**config.mk**
```make
export PLATFORM = sky130hd
export DESIGN_NAME = dac_advance_seq
export DESIGN_NICKNAME = d
export VERILOG_FILES = /design/src/rtl/dac_adv_pkg.sv /design/src/rtl/dac_chan_cond.sv /design/src/rtl/dac_advance_seq.sv
export SDC_FILE = /design/constraint.sdc
export NUM_CORES = 1
export LEC_CHECK = 0
export BUFFER_PORTS_ARGS = -buffer_cell sky130_fd_sc_hd__buf_2
export CAP_MARGIN = 10
export CORE_AREA = 2 2 344 346
export DETAILED_ROUTE_END_ITERATION = 8
export DIE_AREA = 0 0 346 348
export GPL_TIMING_DRIVEN = 0
export HOLD_SLACK_MARGIN = 0.02
export SETUP_SLACK_MARGIN = 0.05
export SKIP_CTS_REPAIR_TIMING = 1
export SLEW_MARGIN = 15
export SYNTH_ARGS = -nofsm -noshare
export SYNTH_HDL_FRONTEND = slang
export SYNTH_SLANG_ARGS = --single-unit
```
**constraint.sdc**
```tcl
create_clock -name dataclk -period 4.02 [get_ports dataclk]
set_input_delay 0.201 -clock dataclk [delete_from_list [all_inputs] [get_ports dataclk]]
set_output_delay 0.201 -clock dataclk [all_outputs]
set_load 0.1 [all_outputs]
```
**src/rtl/dac_adv_pkg.sv**
```systemverilog
// dac_advance_seq shared types: FSM encoding, default widths, bus slicing.
package dac_adv_pkg;

  typedef enum logic [1:0] {
    IDLE    = 2'd0,
    ARMED   = 2'd1,
    FIRE    = 2'd2,
    HOLDOFF = 2'd3
  } seq_state_e;

  localparam int N_CH_DEF   = 8;
  localparam int DATA_W_DEF = 16;
  localparam int CNT_W_DEF  = 32;
  localparam int DEB_W_DEF  = 4;

  function automatic int lo_idx(input int k, input int w);
    return k * w;
  endfunction

endpackage

```
**src/rtl/dac_chan_cond.sv**
```systemverilog
// One DAC channel: window, threshold and pass status.
// Macro DAC_SIGNED_CMP_EN selects signed data/threshold compares.
module dac_chan_cond
  import dac_adv_pkg::*;
#(
  parameter int DATA_W = DATA_W_DEF,
  parameter int CNT_W  = CNT_W_DEF
) (
  input  logic [CNT_W-1:0]  i_cnt,
  input  logic [CNT_W-1:0]  i_start,
  input  logic [CNT_W-1:0]  i_stop,
  input  logic [DATA_W-1:0] i_data,
  input  logic [DATA_W-1:0] i_thrsh,
  input  logic              i_en,
  input  logic              i_pol,
  input  logic              i_edge,
  output logic              o_in_win,
  output logic              o_thr,
  output logic              o_status
);

  logic w_ge;
  logic w_le;

`ifdef DAC_SIGNED_CMP_EN
  assign w_ge = $signed(i_data) >= $signed(i_thrsh);
  assign w_le = $signed(i_data) <= $signed(i_thrsh);
`else
  assign w_ge = i_data >= i_thrsh;
  assign w_le = i_data <= i_thrsh;
`endif

  // window is always unsigned: start inclusive, stop exclusive
  assign o_in_win = (i_cnt >= i_start) && (i_stop > i_cnt);
  assign o_thr    = i_en & (i_pol ? w_ge : w_le);
  assign o_status = (o_thr ^ i_edge) | ~o_in_win | ~i_en;

endmodule

```
**src/rtl/dac_advance_seq.sv**
```systemverilog
// N-channel DAC advance sequencer: debounce, one-cycle pulse, hold-off.
// Build option DAC_SIGNED_CMP_EN (see dac_chan_cond).
module dac_advance_seq
  import dac_adv_pkg::*;
#(
  parameter int N_CH   = N_CH_DEF,
  parameter int DATA_W = DATA_W_DEF,
  parameter int CNT_W  = CNT_W_DEF,
  parameter int DEB_W  = DEB_W_DEF
) (
  input  logic                     dataclk,
  input  logic                     reset,
  input  logic                     sample_strobe,
  input  logic                     arm,
  input  logic [N_CH-1:0]          DAC_en,
  input  logic [N_CH-1:0]          DAC_edge_type,
  input  logic [N_CH-1:0]          DAC_thrsh_pol,
  input  logic [N_CH*DATA_W-1:0]   DAC_data,
  input  logic [N_CH*DATA_W-1:0]   DAC_thrsh,
  input  logic [N_CH*CNT_W-1:0]    DAC_start_win,
  input  logic [N_CH*CNT_W-1:0]    DAC_stop_win,
  input  logic [DEB_W-1:0]         debounce_len,
  input  logic [CNT_W-1:0]         holdoff_len,
  output logic [CNT_W-1:0]         state_counter,
  output logic [N_CH-1:0]          DAC_in_window,
  output logic [N_CH-1:0]          DAC_thresh_out,
  output logic                     DAC_advance,
  output logic [1:0]               seq_state
);

  localparam logic [CNT_W-1:0] C_ONE = CNT_W'(1);
  localparam logic [DEB_W:0]   D_ONE = (DEB_W + 1)'(1);

  seq_state_e       r_state;
  seq_state_e       w_state_nx;
  logic [CNT_W-1:0] r_cnt;
  logic [CNT_W-1:0] w_cnt_nx;
  logic [CNT_W-1:0] w_cnt_inc;
  logic [DEB_W-1:0] r_deb;
  logic [DEB_W-1:0] w_deb_nx;
  logic [DEB_W-1:0] w_deb_sat;
  logic [DEB_W:0]   w_deb_inc;
  logic [DEB_W:0]   w_deb_tgt;
  logic [CNT_W-1:0] r_ho;
  logic [CNT_W-1:0] w_ho_nx;
  logic [N_CH-1:0]  r_in_win;
  logic [N_CH-1:0]  r_thr;
  logic [N_CH-1:0]  w_in_win;
  logic [N_CH-1:0]  w_thr;
  logic [N_CH-1:0]  w_status;
  logic             w_check;

  for (genvar k = 0; k < N_CH; k++) begin : g_ch
    localparam int LD = lo_idx(k, DATA_W);
    localparam int LC = lo_idx(k, CNT_W);
    dac_chan_cond #(
      .DATA_W (DATA_W),
      .CNT_W  (CNT_W)
    ) u_cond (
      .i_cnt    (r_cnt),
      .i_start  (DAC_start_win[LC +: CNT_W]),
      .i_stop   (DAC_stop_win[LC +: CNT_W]),
      .i_data   (DAC_data[LD +: DATA_W]),
      .i_thrsh  (DAC_thrsh[LD +: DATA_W]),
      .i_en     (DAC_en[k]),
      .i_pol    (DAC_thrsh_pol[k]),
      .i_edge   (DAC_edge_type[k]),
      .o_in_win (w_in_win[k]),
      .o_thr    (w_thr[k]),
      .o_status (w_status[k])
    );
  end

  // an all-disabled bank must never qualify
  assign w_check   = (&w_status) && (|DAC_en);
  assign w_cnt_inc = (&r_cnt) ? r_cnt : r_cnt + C_ONE;
  assign w_deb_inc = {1'b0, r_deb} + D_ONE;
  assign w_deb_sat = (&r_deb) ? r_deb : w_deb_inc[DEB_W-1:0];
  assign w_deb_tgt = (debounce_len == '0) ? D_ONE
                   : {1'b0, debounce_len};

  always_comb begin
    w_state_nx = r_state;
    w_cnt_nx   = r_cnt;
    w_deb_nx   = r_deb;
    w_ho_nx    = r_ho;
    case (r_state)
      IDLE: begin
        w_cnt_nx = '0;
        w_deb_nx = '0;
        w_ho_nx  = '0;
        if (arm) w_state_nx = ARMED;
      end
      ARMED: begin
        if (sample_strobe) begin
          w_cnt_nx = w_cnt_inc;
          if (w_check && (w_deb_inc >= w_deb_tgt))
            w_state_nx = FIRE;
          else if (w_check)
            w_deb_nx = w_deb_sat;
          else
            w_deb_nx = '0;
        end
      end
      FIRE: begin
        w_cnt_nx   = '0;
        w_deb_nx   = '0;
        w_ho_nx    = holdoff_len;
        w_state_nx = (holdoff_len != '0) ? HOLDOFF : ARMED;
      end
      HOLDOFF: begin
        if (sample_strobe) begin
          w_ho_nx  = r_ho - C_ONE;
          w_cnt_nx = w_cnt_inc;
          if (r_ho <= C_ONE) w_state_nx = ARMED;
        end
      end
      default: w_state_nx = IDLE;
    endcase
    if (!arm) begin
      w_state_nx = IDLE;
      w_cnt_nx   = '0;
      w_deb_nx   = '0;
      w_ho_nx    = '0;
    end
  end

  always_ff @(posedge dataclk or negedge reset) begin
    if (!reset) begin
      r_state  <= IDLE;
      r_cnt    <= '0;
      r_deb    <= '0;
      r_ho     <= '0;
      r_in_win <= '0;
      r_thr    <= '0;
    end else begin
      r_state <= w_state_nx;
      r_cnt   <= w_cnt_nx;
      r_deb   <= w_deb_nx;
      r_ho    <= w_ho_nx;
      if (sample_strobe) begin
        r_in_win <= w_in_win;
        r_thr    <= w_thr;
      end
    end
  end

  assign state_counter  = r_cnt;
  assign DAC_in_window  = r_in_win;
  assign DAC_thresh_out = r_thr;
  assign DAC_advance    = (r_state == FIRE);
  assign seq_state      = r_state;

endmodule

```
### Word level (Yosys, flattened, before mapping)

Cells that the tools add are included.

| storage, ports and cells | value |
|---|---|
| flip-flop bits (word level) | 86 |
| bits in latches | 0 |
| memory bits (writable) | 0 |
| ROM bits | 0 |
| bits of input ports | 832 |
| output and inout port bits | 51 |
| logic and storage cells | 156 |
| memories kept | 0 |

| operators by class | value |
|---|---|
| add/sub/neg operators | 3 |
| multipliers | 0 |
| divide/modulo/power cells | 0 |
| magnitude comparators | 34 |
| eq/ne operators | 13 |
| shift operators | 0 |
| mux-type cells | 29 |
| bitwise gates (word level) | 48 |
| reductions and logical operators | 23 |

Operators by type and width:

| cell | count |
|---|---|
| $ge 32x32->1 | 8 |
| $gt 32x32->1 | 8 |
| $mux 32 | 5 |
| $ge 16x16->1 | 8 |
| $le 16x16->1 | 8 |
| $pmux 32 s3 | 1 |
| $pmux 32 s2 | 1 |
| $add 32x1->32 const B | 1 |
| $le 32x1->1 const B | 1 |
| $reduce_and 32->1 | 1 |
| $reduce_bool 32->1 | 1 |
| $sub 32x1->32 const B | 1 |
| $mux 4 | 6 |
| $ne 3x3->1 const B | 7 |
| $not 1->1 | 16 |
| $or 1x1->1 | 16 |
| $mux 2 | 6 |
| $reduce_and 4->1 | 3 |
| $logic_and 1x1->1 | 10 |
| $and 1x1->1 | 8 |
| $mux 1 | 8 |
| $pmux 2 s4 | 1 |
| $pmux 4 s2 | 1 |
| $reduce_and 8->1 | 1 |
| 13 further kinds | 23 |

### Depth between registers and ports, before layout

| logic depth | value |
|---|---|
| depth in word-level cells | 13 |
| depth in mapped cells | 13 |
| gate-level depth less buffers | 13 |

### Cells and area by module

A second synthesis with hierarchy kept.

| second synthesis, totals | value |
|---|---|
| cells, all modules | 2818 |
| area total of the unflattened synthesis | 21190.3 um^2 |

Modules (own cells, without submodules):

| module | instances | cells an instance | area each (um^2) | sequential area each (um^2) |
|---|---|---|---|---|
| dac_chan_cond | 8 | 283 | 2021.9 | 0.0 |
| dac_advance_seq | 1 | 554 | 5014.8 | 2152.1 |

### Worst setup path after synthesis

Ideal clock, no wire load.

| path | value |
|---|---|
| path type | reg2reg |
| start point | register r_cnt[13] (netlist: state_counter[13]) |
| end point | register r_state[0] (netlist: seq_state[0]) |
| setup time | 0.119 ns |
| arrival time | 3.857 ns |
| data required time | 3.901 ns |
| slack | 0.044 ns |
| cell stages (with the launch flop) | 14 |
| buffers on the path | 0 |
| period minus slack after synthesis | 3.976 ns |
| path through | dfrtp_1 > inv_1 > ha_1 > a21o_1 > a21o_1 > a221o_1 > a211o_1 > a221oi_1 > a311o_1 > nor4_1 > a311oi_1 > and3_4 > a31oi_1 > o21a_1 |

| on the way | value |
|---|---|
| word-level cells in the longest chain between the ends | 10 |
| elaborated cells between the ends (all ways) | 53 |
| those cells by class | 16 x order compare; 1 x eq/ne; 24 x bitwise; 12 x reduce/logical |

RTL lines:

| what | line | source |
|---|---|---|
| from (decl) | dac_advance_seq.sv:36 | `logic [CNT_W-1:0] r_cnt;` |
| from (signal assigned) | dac_advance_seq.sv:138 | `r_cnt <= w_cnt_nx;` |
| $ge 32x32->1 or $gt 32x32->1 (tied branches) | dac_chan_cond.sv:34 | `assign o_in_win = (i_cnt >= i_start) && (i_stop > i_cnt);` |
| $logic_and 1x1->1 | dac_chan_cond.sv:34 |  |
| $not 1->1 | dac_chan_cond.sv:36 | `assign o_status = (o_thr ^ i_edge) \| ~o_in_win \| ~i_en;` |
| $or 1x1->1 (2 in a row) | dac_chan_cond.sv:36 |  |
| $reduce_and 8->1 (*) | dac_advance_seq.sv:75 | `assign w_check = (&w_status) && (\|DAC_en);` |
| $logic_and 1x1->1 (*) | dac_advance_seq.sv:75 |  |
| $logic_and 1x1->1 (*) | dac_advance_seq.sv:97 | `if (w_check && (w_deb_inc >= w_deb_tgt))` |
| $ne 3x3->1 (no source line) (*) | - |  |
| $reduce_and 4->1 (no source line) (*) | - |  |
| to (signal assigned) | dac_advance_seq.sv:137 | `r_state <= w_state_nx;` |
| to (decl) | dac_advance_seq.sv:34 | `seq_state_e r_state;` |

Every way passes the cells marked *; elsewhere a longest branch is shown, timed or not.
A chain may end at the register's enable or synchronous reset.

### Worst setup path after layout

| path | value |
|---|---|
| start point | register r_cnt[9] (netlist: state_counter[9]) |
| end point | register r_state[1] (netlist: seq_state[1]) |

Same word-level chain as after synthesis.

==> results.rst <==
.. list-table::
   :header-rows: 1

   * - Metric
     - Value
   * - Ratio of final minimum period to clock period
     - 98.3%
   * - Setup slack after placement
     - -2.00 ns
   * - H-Tree Level Count
     - 3
   * - Insertion delay of the later-clocked pin in the worst-skew pair
     - 0.39 ns
   * - Total of warnings raised by yosys
     - 0
   * - Largest net degree at the start of global routing
     - 58
   * - Vias post-DR
     - 24,000
   * - Final worst setup slack
     - 0.0676 ns
   * - Total count of hold-check failures in the final report
     - 0
   * - Number of placed I/O pins
     - 883
   * - Detailed Routing Iterations Pass 1
     - 5
   * - Netlist Area Pre-Place
     - 20,200 um^2
   * - Horizontal die dimension
     - 346 um
   * - Data arrival time of the critical path
     - 4.26 ns
   * - Port Buffers
     - 882
   * - Starting Density
     - 17.3%
   * - Mean area per synthesized cell
     - 7.76 um^2
   * - Clock buffers created by TritonCTS
     - 9
   * - Share of synthesized flip-flops with an asynchronous set or reset
     - 100%
   * - Routability-driven placement congestion ratio
     - 1.04
   * - Global-route wire length before repair
     - 163,000 um
   * - Count of endpoints failing setup in the final report
     - 0
   * - Leading area contributor after synthesis
     - sky130_fd_sc_hd__ha_1
   * - Category of the critical setup timing path
     - reg2reg
   * - Number of register bits inferred by synthesis
     - 86
   * - Launching element type of the critical path
     - register
   * - Routed length per instance
     - 23.3 um
   * - Clock root buffer
     - sky130_fd_sc_hd__clkbuf_16
   * - Cell types with the largest area share after synthesis
     - sky130_fd_sc_hd__ha_1 (40%), sky130_fd_sc_hd__dfrtp_1 (11%), sky130_fd_sc_hd__inv_1 (8.5%), sky130_fd_sc_hd__a21oi_1 (5.7%), sky130_fd_sc_hd__nand4_1 (3.6%)
   * - Area share of the leading cell type in the synthesized netlist
     - 40.4%
   * - Tmin final
     - 3.95 ns
   * - Status
     - complete, no violations
   * - Maximum fanout count along the critical path
     - 12
   * - Slew at the pin closest to its max-slew limit
     - 1.01 ns
   * - Number of distinct library cell variants in the gate-level netlist after synthesis
     - 77
   * - Ratio of cells with drive above 1 in the final layout
     - 33.0%
   * - Type of the worst min-delay path
     - in2reg
   * - Number of filler instances in the final layout
     - 13,000
   * - Cells after synthesis
     - 2,606
   * - Max frequency
     - 0.253 GHz
   * - CTS tree
     - yes
   * - Max Cap Violations
     - 0
   * - Post-detail-place hpwl
     - 106,000 um
   * - Per-cell via count in the routed design
     - 4.57
   * - P&R area growth vs syn
     - 43.6%
   * - Final Routed Wirelength
     - 122,000 um
   * - Drt initial violations
     - 1,093
   * - Number of flops mapped to enable cells by yosys
     - 0
   * - Vias in the first global route
     - 23,000
   * - Number of nets in the final layout
     - 5,143
   * - Inst Count DP
     - 5,032
   * - Sequential area share after synthesis
     - 10.6%
   * - Setup crit end kind
     - register
   * - Critical path data required time
     - 4.32 ns
   * - Number of antenna violations at the first check in global routing
     - 113
   * - Remaining antenna violation count after routing
     - 0
   * - Post-Route Skew
     - 0.0167 ns
   * - Worst vdd rail ir drop
     - 0.000182 V
   * - Core box area
     - 117,000 um^2
   * - Syn Nets
     - 4,090
   * - Number of rows in the core area
     - 126
   * - Buffers from clock root to sink, at most
     - 2
   * - Overall global routing resource usage
     - 19.0%
   * - DRC violations left
     - 0
   * - Final-report max-slew violation count
     - 0
   * - Clk sinks
     - 86
   * - GRT overflow
     - 0
   * - Clk pin slew, worst setup/hold paths
     - 0.08 ns
   * - Non-filler instance count after layout
     - 5,242
   * - Power per standard cell area
     - 135 nW/um^2
   * - Tightest slew margin relative to the limit
     - 32.0%
   * - Total leakage power
     - 15.9 nW
   * - Synth Flop Type
     - sky130_fd_sc_hd__dfrtp_1
   * - Die area
     - 120,000 um^2
   * - Vertical die dimension
     - 348 um
cells in the mapped netlist (15+ instances only):
| library cell | n |
|---|---|
| sky130_fd_sc_hd__nor2_1 | 127 |
| sky130_fd_sc_hd__a21oi_1 | 230 |
| sky130_fd_sc_hd__nor2b_1 | 23 |
| sky130_fd_sc_hd__dfrtp_1 | 86 |
| sky130_fd_sc_hd__a22o_1 | 22 |
| sky130_fd_sc_hd__nand4_1 | 116 |
| sky130_fd_sc_hd__o21ai_0 | 131 |
| sky130_fd_sc_hd__xnor2_1 | 36 |
| sky130_fd_sc_hd__o211ai_1 | 15 |
| sky130_fd_sc_hd__inv_1 | 457 |
| sky130_fd_sc_hd__clkbuf_1 | 18 |
| sky130_fd_sc_hd__and4_1 | 15 |
| sky130_fd_sc_hd__a221oi_1 | 15 |
| sky130_fd_sc_hd__nand2_1 | 180 |
| sky130_fd_sc_hd__a2111oi_0 | 18 |
| sky130_fd_sc_hd__nor3_1 | 49 |
| sky130_fd_sc_hd__nand3_1 | 70 |
| sky130_fd_sc_hd__ha_1 | 652 |
| sky130_fd_sc_hd__nor4_1 | 36 |
| sky130_fd_sc_hd__a211oi_1 | 35 |
| sky130_fd_sc_hd__a21o_1 | 71 |
| sky130_fd_sc_hd__nand2b_1 | 15 |
registers in the layout (all words and copies together) (netlist names):
| name | flops |
|---|---|
| r_deb | 4 |
| DAC_thresh_out | 8 |
| r_ho | 32 |
| DAC_in_window | 8 |
| state_counter | 32 |
| seq_state | 2 |
layer usage:
layer,vias up,wire length [um],track usage [%]
li1,11700,-,-
met1,11000,47700,21.4
met2,929,58600,33.5
met3,299,8720,5.06
met4,64,6480,8.99
met5,-,417,0
cell type report:
class	instances	area [um^2]	share of cell area (%)
Clock buffer	9	225	0.776
Tap cell	1536	1920	6.62
Sequential cell	86	2250	7.75
Timing Repair Buffer	1042	5760	19.9
Antenna cell	42	105	0.362
Clock inverter	7	73.8	0.254
Buffer	24	93.8	0.323
Multi-Input combinational cell	2039	16800	57.7
Inverter	457	1840	6.32
placed cells by master (no fill, tap or decap), types with 30 or more instances in the layout:
cell / instances
sky130_fd_sc_hd__nand2_1: 180
sky130_fd_sc_hd__o21ai_0: 125
sky130_fd_sc_hd__nand3_1: 70
sky130_fd_sc_hd__a21o_1: 71
sky130_fd_sc_hd__xnor2_1: 36
sky130_fd_sc_hd__a211oi_1: 30
sky130_fd_sc_hd__nor3_1: 45
sky130_fd_sc_hd__ha_1: 651
sky130_fd_sc_hd__inv_1: 425
sky130_fd_sc_hd__clkinvlp_4: 32
sky130_fd_sc_hd__nor2_1: 124
sky130_fd_sc_hd__nand4_1: 116
sky130_fd_sc_hd__buf_2: 881
sky130_fd_sc_hd__diode_2: 42
sky130_fd_sc_hd__buf_4: 148
sky130_fd_sc_hd__a21oi_1: 223
sky130_fd_sc_hd__dfrtp_1: 54
where the power goes:
part	switching, mW	internal, mW	leakage [nW]
clock network	0.498	0.443	0.147
registers	0.0313	0.890	1.13
logic	1.17	0.892	14.6
per-stage QoR:
step | setup TNS (ns) | power, mW | hold WS (ns) | util [%] | instance area (um^2)
after floorplan | 0 | 2.08 | -0.0946 | - | 20200
after global placement | -33.54 | 2.90 | 0.473 | 22.7 | 26600
after detailed placement | -15.91 | 2.94 | 0.129 | 22.8 | 26700
after CTS | -16.28 | 3.91 | -0.306 | 23.1 | 27000
after global routing | -0.178 | 4.26 | 0.0697 | 24.8 | 29000
final | 0 | 3.92 | 0.0867 | 24.8 | 29000
critical path, stage by stage, from the launching register on:
cell and delay, ns:
sky130_fd_sc_hd__dfrtp_2 0.64, sky130_fd_sc_hd__clkinvlp_4 0.16, sky130_fd_sc_hd__buf_4 0.21, sky130_fd_sc_hd__buf_4 0.15, sky130_fd_sc_hd__ha_1 0.29, sky130_fd_sc_hd__nand4_1 0.17
sky130_fd_sc_hd__a2111oi_0 0.63, sky130_fd_sc_hd__nor4b_2 0.21, sky130_fd_sc_hd__nor3b_1 0.23, sky130_fd_sc_hd__o22a_2 0.25, sky130_fd_sc_hd__nand3_1 0.09, sky130_fd_sc_hd__and4_1 0.23
sky130_fd_sc_hd__and3_4 0.21, sky130_fd_sc_hd__a31oi_1 0.19, sky130_fd_sc_hd__mux2i_1 0.20
final timing paths:
check | start | to | slack, ns | cells past startpoint
setup / recovery | state_counter[9] | seq_state[1] | 0.07 | 14
hold / removal | DAC_en[3] | DAC_thresh_out[3] | 0.09 | 3
setup reg to reg | state_counter[9] | seq_state[1] | 0.07 | 14
hold reg to reg | DAC_in_window[3] | DAC_in_window[3] | 0.52 | 1
max in group asynchronous | reset | state_counter[11] | 3.06 | 3
min in group asynchronous | reset | r_ho[6] | 0.28 | 2
cells by family (layout without fill, tap and decap cells):
kind of cell,after synthesis,after routing,synth area share [%]
simple gates,693,693,17.5
fa+ha+maj,652,652,40.4
compound gates,628,628,19.6
buf+inv,481,1539,8.95
flops,86,86,10.6
xor+xnor,48,48,2.08
mux,18,18,0.928
other cells,0,42,0
(Power assumes the default switching activity.)
